## config.mk

```make
export PLATFORM = sky130hd
export DESIGN_NAME = uart_rx_cfg_flat
export DESIGN_NICKNAME = d
export VERILOG_FILES = /design/src/rtl/uart_rx_cfg_if.sv /design/src/rtl/uart_rx_cfg.sv /design/src/flat_wrapper.sv
export SDC_FILE = /design/constraint.sdc
export NUM_CORES = 1
export LEC_CHECK = 0
export BUFFER_PORTS_ARGS = -buffer_cell sky130_fd_sc_hd__buf_2
export CELL_PAD_IN_SITES_DETAIL_PLACEMENT = 0
export CELL_PAD_IN_SITES_GLOBAL_PLACEMENT = 2
export CORE_MARGIN = 3
export CORE_UTILIZATION = 36
export DETAILED_ROUTE_END_ITERATION = 8
export PLACE_DENSITY_LB_ADDON = 0.1
export SKIP_CTS_REPAIR_TIMING = 1
export SYNTH_ARGS = -nofsm -noshare
export SYNTH_HDL_FRONTEND = slang
export SYNTH_SLANG_ARGS = --single-unit
```

## constraint.sdc

```tcl
create_clock -name i_Clock -period 2.8 [get_ports i_Clock]
set_clock_uncertainty 0.2 [all_clocks]
set_input_delay 0.42 -clock i_Clock [delete_from_list [all_inputs] [get_ports i_Clock]]
set_output_delay 0.42 -clock i_Clock [all_outputs]
set_load 0.05 [all_outputs]
```

## src/rtl/uart_rx_cfg_if.sv

```systemverilog
// uart_rx_cfg_if: serial input line and received-word outputs of uart_rx_cfg
interface uart_rx_cfg_if #(parameter int DATA_BITS = 8);
    logic                 i_RX_Serial;
    logic                 o_RX_DV;
    logic [DATA_BITS-1:0] o_RX_Data;
    logic                 o_Parity_Err;
    logic                 o_Frame_Err;
    logic                 o_Break;
    logic                 o_Busy;
    modport master (output i_RX_Serial, input o_RX_DV, o_RX_Data, o_Parity_Err, o_Frame_Err, o_Break, o_Busy);
    modport slave (input i_RX_Serial, output o_RX_DV, o_RX_Data, o_Parity_Err, o_Frame_Err, o_Break, o_Busy);
endinterface

```

## src/rtl/uart_rx_cfg.sv

```systemverilog
// uart_rx_cfg: configurable UART receiver with majority-vote sampling and parity/frame/break flags
module uart_rx_cfg #(
    parameter int CLKS_PER_BIT = 868,
    parameter int DATA_BITS = 8,
    parameter int PARITY = 0,
    parameter int STOP_BITS = 1
) (
    input logic          i_Clock,
    input logic          i_Reset,
    uart_rx_cfg_if.slave bus
);
    localparam int CW = $clog2(CLKS_PER_BIT) + 1;
    localparam logic [CW-1:0] HALF = CW'((CLKS_PER_BIT - 1) / 2);
    localparam logic [CW-1:0] LAST = CW'(CLKS_PER_BIT - 1);
    localparam logic [3:0] DLAST = 4'(DATA_BITS - 1);
    localparam logic [3:0] SLAST = 4'(STOP_BITS - 1);
    typedef enum logic [2:0] {IDLE, START, DATA, PAR, STOP, DONE, WAIT_HIGH} state_t;
    state_t state_q, state_d;
    logic [1:0] sync_q, sync_d;
    logic [2:0] hist_q, hist_d;
    logic [CW-1:0] cnt_q, cnt_d;
    logic [3:0] idx_q, idx_d;
    logic [DATA_BITS-1:0] shift_q, shift_d, data_q, data_d;
    logic par_q, par_d, stop_err_q, stop_err_d, any_one_q, any_one_d;
    logic dv_q, dv_d, perr_q, perr_d, ferr_q, ferr_d, brk_q, brk_d;
    logic s_rx, sample, tick;
    assign s_rx = sync_q[1];
    assign sample = (hist_q[0] & hist_q[1]) | (hist_q[0] & hist_q[2]) | (hist_q[1] & hist_q[2]);
    assign tick = cnt_q == LAST;
    always_comb begin
        sync_d = {sync_q[0], bus.i_RX_Serial};
        hist_d = {hist_q[1:0], s_rx};
        state_d = state_q;
        cnt_d = tick ? '0 : cnt_q + CW'(1);
        idx_d = idx_q;
        shift_d = shift_q;
        par_d = par_q;
        stop_err_d = stop_err_q;
        any_one_d = any_one_q;
        dv_d = 1'b0;
        data_d = data_q;
        perr_d = perr_q;
        ferr_d = ferr_q;
        brk_d = brk_q;
        case (state_q)
            IDLE: begin
                cnt_d = '0;
                idx_d = '0;
                stop_err_d = 1'b0;
                any_one_d = 1'b0;
                if (!s_rx) state_d = START;
            end
            START: if (cnt_q == HALF) begin
                cnt_d = '0;
                state_d = sample ? IDLE : DATA;
            end
            DATA: if (tick) begin
                shift_d = {sample, shift_q[DATA_BITS-1:1]};
                any_one_d = any_one_q | sample;
                idx_d = idx_q + 4'd1;
                if (idx_q == DLAST) begin
                    idx_d = '0;
                    state_d = (PARITY != 0) ? PAR : STOP;
                end
            end
            PAR: if (tick) begin
                par_d = sample;
                any_one_d = any_one_q | sample;
                state_d = STOP;
            end
            STOP: if (tick) begin
                stop_err_d = stop_err_q | ~sample;
                any_one_d = any_one_q | sample;
                idx_d = idx_q + 4'd1;
                // flags are registered on entry to DONE so they are valid in the strobe cycle
                if (idx_q == SLAST) begin
                    state_d = DONE;
                    dv_d = 1'b1;
                    data_d = shift_q;
                    perr_d = (PARITY != 0) && ((^shift_q ^ par_q) != (PARITY == 2));
                    ferr_d = stop_err_d;
                    brk_d = ~any_one_d;
                end
            end
            DONE: state_d = ferr_q ? WAIT_HIGH : IDLE;
            WAIT_HIGH: if (s_rx) state_d = IDLE;
            default: state_d = IDLE;
        endcase
    end
    always_ff @(posedge i_Clock) begin
        if (i_Reset) begin
            state_q <= IDLE;
            sync_q <= 2'b11;
            hist_q <= 3'b111;
            cnt_q <= '0;
            idx_q <= '0;
            shift_q <= '0;
            par_q <= 1'b0;
            stop_err_q <= 1'b0;
            any_one_q <= 1'b0;
            dv_q <= 1'b0;
            data_q <= '0;
            perr_q <= 1'b0;
            ferr_q <= 1'b0;
            brk_q <= 1'b0;
        end else begin
            state_q <= state_d;
            sync_q <= sync_d;
            hist_q <= hist_d;
            cnt_q <= cnt_d;
            idx_q <= idx_d;
            shift_q <= shift_d;
            par_q <= par_d;
            stop_err_q <= stop_err_d;
            any_one_q <= any_one_d;
            dv_q <= dv_d;
            data_q <= data_d;
            perr_q <= perr_d;
            ferr_q <= ferr_d;
            brk_q <= brk_d;
        end
    end
    assign bus.o_RX_DV = dv_q;
    assign bus.o_RX_Data = data_q;
    assign bus.o_Parity_Err = perr_q;
    assign bus.o_Frame_Err = ferr_q;
    assign bus.o_Break = brk_q;
    assign bus.o_Busy = state_q != IDLE;
endmodule

```

## src/flat_wrapper.sv

```systemverilog
// flat-port wrapper written by rule: the top's interface ports become plain ports
module uart_rx_cfg_flat 
#(
    parameter int CLKS_PER_BIT = 868,
    parameter int DATA_BITS = 8,
    parameter int PARITY = 0,
    parameter int STOP_BITS = 1
)
  (i_Clock, i_Reset, bus_i_RX_Serial, bus_o_RX_DV, bus_o_RX_Data, bus_o_Parity_Err, bus_o_Frame_Err, bus_o_Break, bus_o_Busy);
  uart_rx_cfg_if #(.DATA_BITS(DATA_BITS)) bus_i ();
  input logic i_Clock;
  input logic i_Reset;
  input wire logic [$bits(bus_i.i_RX_Serial)-1:0] bus_i_RX_Serial;
  output wire logic [$bits(bus_i.o_RX_DV)-1:0] bus_o_RX_DV;
  output wire logic [$bits(bus_i.o_RX_Data)-1:0] bus_o_RX_Data;
  output wire logic [$bits(bus_i.o_Parity_Err)-1:0] bus_o_Parity_Err;
  output wire logic [$bits(bus_i.o_Frame_Err)-1:0] bus_o_Frame_Err;
  output wire logic [$bits(bus_i.o_Break)-1:0] bus_o_Break;
  output wire logic [$bits(bus_i.o_Busy)-1:0] bus_o_Busy;
  assign bus_i.i_RX_Serial = bus_i_RX_Serial;
  assign bus_o_RX_DV = bus_i.o_RX_DV;
  assign bus_o_RX_Data = bus_i.o_RX_Data;
  assign bus_o_Parity_Err = bus_i.o_Parity_Err;
  assign bus_o_Frame_Err = bus_i.o_Frame_Err;
  assign bus_o_Break = bus_i.o_Break;
  assign bus_o_Busy = bus_i.o_Busy;
  uart_rx_cfg #(.CLKS_PER_BIT(CLKS_PER_BIT), .DATA_BITS(DATA_BITS), .PARITY(PARITY), .STOP_BITS(STOP_BITS)) u_core (.i_Clock(i_Clock), .i_Reset(i_Reset), .bus(bus_i));
endmodule
```

==> impl_results.md <==
* Synth Flop Type: dfxtp_1
* Area of the multi-input gates at 1050 µm²
* Hold Violations, Final at 0
* Core area at 5270 µm²
* Synth unique cells at 51
* Synth warnings at 0
* Crit path kind: flip-flop to output pin
* Critical Path RT at 2.18 ns
* Sequential share of the synthesized area at 0.433
* H-tree depth at 2
* Drt via density at 5.35
* Max-slew headroom at 0.545
* WL/cell at 14.3 µm
* Setup violators final at 0
* Synthesized area at 2030 µm²
* FF/Latch Area at 881 µm²
* Hold_sp: bus_i_RX_Serial
* CTS tree: done
* Initial core utilization at 0.386
* Layout Nets at 243
* Reg2reg start: u_core.cnt_q[0]$_SDFF_PP0_
* Vias in the first global route at 1554
* Drt pass-1 iters at 4
* Avg Cell Area, Syn at 8.88 µm²
* Largest net degree at the start of global routing at 27
* Crit-path max FO at 21
* DRC viols at 0
* Crit path time final at 2.34 ns
* Full die area at 6590 µm²
* Die Ht at 81.2 µm
* Wire length on met2 at 2100 µm
* Via count at 1643
* Synth Instances at 229
* Worst slew pin tran at 0.681 ns
* Util after Layout at 0.425
* Root buffer selected by CTS: clkbuf_8
* Post-DP HPWL at 3150 µm
* Worst-path clk slew at 0.08 ns
* Seq cells post-synth at 44
* Worst VDD drop at 0.254 mV
* Outcome: finished clean
* Syn_nets at 236
* Fill count at 575
* Synthesis-to-finish area growth at 9.96%
* Worst skew pair latency at 0.29 ns
* Pwr dens at 534 nW/µm²
* Final Wtd Congestion at 0.768
* Slew Limit Fails at 0
* Routed Antenna Nets at 0
* First-pass GRT wire length at 7310 µm
* Fraction of layout cells with a size suffix above 1 at 0.152
* Top layer in use: met4
* First DRT Iteration DRCs at 67
* Clk buf depth at 2
* Ys async rst share at 0
* CTS buffer count at 5
* Clk sinks at 44
* GRT Total Usage at 0.143
* Crit. End Element: output pin
* Hold WC Path Type: input port to flip-flop
* ANT cells at 0
* Final Cycle Share at 0.837
* Die span in x at 81.2 µm
* WL final at 4380 µm
* GRT Residual Overflow at 0
* Critical Path Start: u_core.state_q[0]$_SDFFE_PP0P_
* Critical path arrival at 1.72 ns
* Unrepaired setup endpoints after global routing: no
* Port Buf Inserts at 14
* Initial antenna violation count at 0
* # rows at 26
* Met1 WL at 2050 µm
* TNS Setup at 0 ns
* Leakage power at 0.812 nW
* Max cap viols at 0
* Fmax at 0.427 GHz
* IO Count at 16
* CP Launch Type: flip-flop
* EDFF count, synth at 0
* Met3 WL at 166 µm
-- kinds of logic (layout without fill, tap and decap cells) --
logic type	Yosys count	count (layout)	synth area share
adders and majority gates	5	5	0.0295
DFF	44	44	0.433
muxes	9	9	0.0449
buffers and inverters	24	32	0.0529
and+or+nand+nor	90	90	0.260
other	1	1	0.00184
AOI/OAI and AO/OA	47	47	0.140
xor gates and xnor gates	9	9	0.0387
-- cells in the mapped netlist, types with 2 or more instances --
cell type,instances,area (µm²)
dfxtp_1,44,881
nand2_1,17,63.8
o21ai_0,16,80.1
a21oi_1,15,75.1
nand3_1,14,70.1
nor2_1,14,52.6
clkbuf_1,10,37.5
nor3_1,10,50.1
inv_1,8,30.0
mux2i_1,8,80.1
or2_2,5,31.3
xor2_1,5,43.8
a31oi_1,4,25.0
ha_1,4,50.1
nand4_1,4,25.0
xnor2_1,4,35.0
and3_1,3,18.8
nand2b_1,3,18.8
nand4bb_1,3,33.8
a2111oi_0,2,17.5
and3b_1,2,17.5
and4b_1,2,20.0
buf_2,2,10.0
buf_4,2,15.0
or3_1,2,12.5
-- cell usage in the layout (no fill, tap or decap), drive strengths merged, types with 2 or more instances in the layout --
master,n
nand3,15
xnor2,4
nand2,17
a31oi,4
mux2i,8
and4b,2
o21ai,16
clkbuf,6
nand4bb,3
and3b,2
xor2,5
a21oi,15
nand2b,3
buf,16
nor2,14
or3,2
inv,8
nor3,12
or2,5
ha,4
and3,3
nand4,4
dfxtp,44
and4,2
a2111oi,2
-- flip-flops by register name (all words and copies together), names as in the netlist --
register / count
u_core.stop_err_q: 1
u_core.bus.o_Break: 1
u_core.state_q: 3
u_core.shift_q: 8
u_core.bus.o_RX_DV: 1
u_core.idx_q: 4
u_core.hist_q: 3
u_core.bus.o_RX_Data: 8
u_core.bus.o_Frame_Err: 1
u_core.sync_q: 2
u_core.any_one_q: 1
u_core.cnt_q: 11
-- stage by stage --
step | hold WS, ns | cells | setup slack [ns] | instance area [µm²] | power [mW]
after floorplan | 0.189 | 229 | 0.795 | 2030 | 0.712
final | 0.110 | 307 | 0.458 | 2240 | 1.20
after global placement | 0.191 | 299 | 0.573 | 2130 | 0.728
after detailed placement | 0.199 | 299 | 0.465 | 2130 | 0.728
after global routing | 0.108 | 307 | 0.305 | 2240 | 1.25
after CTS | 0.101 | 307 | 0.447 | 2240 | 1.21
-- critical path, cell delays in order (launching register included) --
cell     delay [ns]
dfxtp_1        0.53
nor3_1         0.53
inv_1          0.13
buf_2          0.24
-- worst paths after layout --
path	end	slack, ns	cells after the start
setup / recovery	bus_o_Busy	0.46	3
hold / removal	u_core.sync_q[0]$_SDFF_PP1_	0.11	2
setup reg to reg	u_core.shift_q[0]$_SDFFE_PP0P_	0.48	5
hold reg to reg	u_core.sync_q[1]$_SDFF_PP1_	0.21	1
-- where the power goes --
part / leakage, nW / switching, mW / internal, mW
registers: 0.355 / 0.0186 / 0.632
logic: 0.401 / 0.0431 / 0.0193
clock network: 0.0552 / 0.217 / 0.265
-- final cells by class --
type	instances	share of cell area
Sequential cell	44	0.394
Inverter	8	0.0134
Tap cell	70	0.0391
Clock inverter	2	0.0157
Clock buffer	6	0.0324
Timing Repair Buffer	16	0.0380
Multi-Input combinational cell	161	0.468
-- routing by layer --
layer,global-route usage,vias up
li1,-,831
met1,0.174,776
met2,0.246,28
met3,0.0333,8
met4,0.0490,0
met5,0,-
Power figures use the tool's default switching activity.
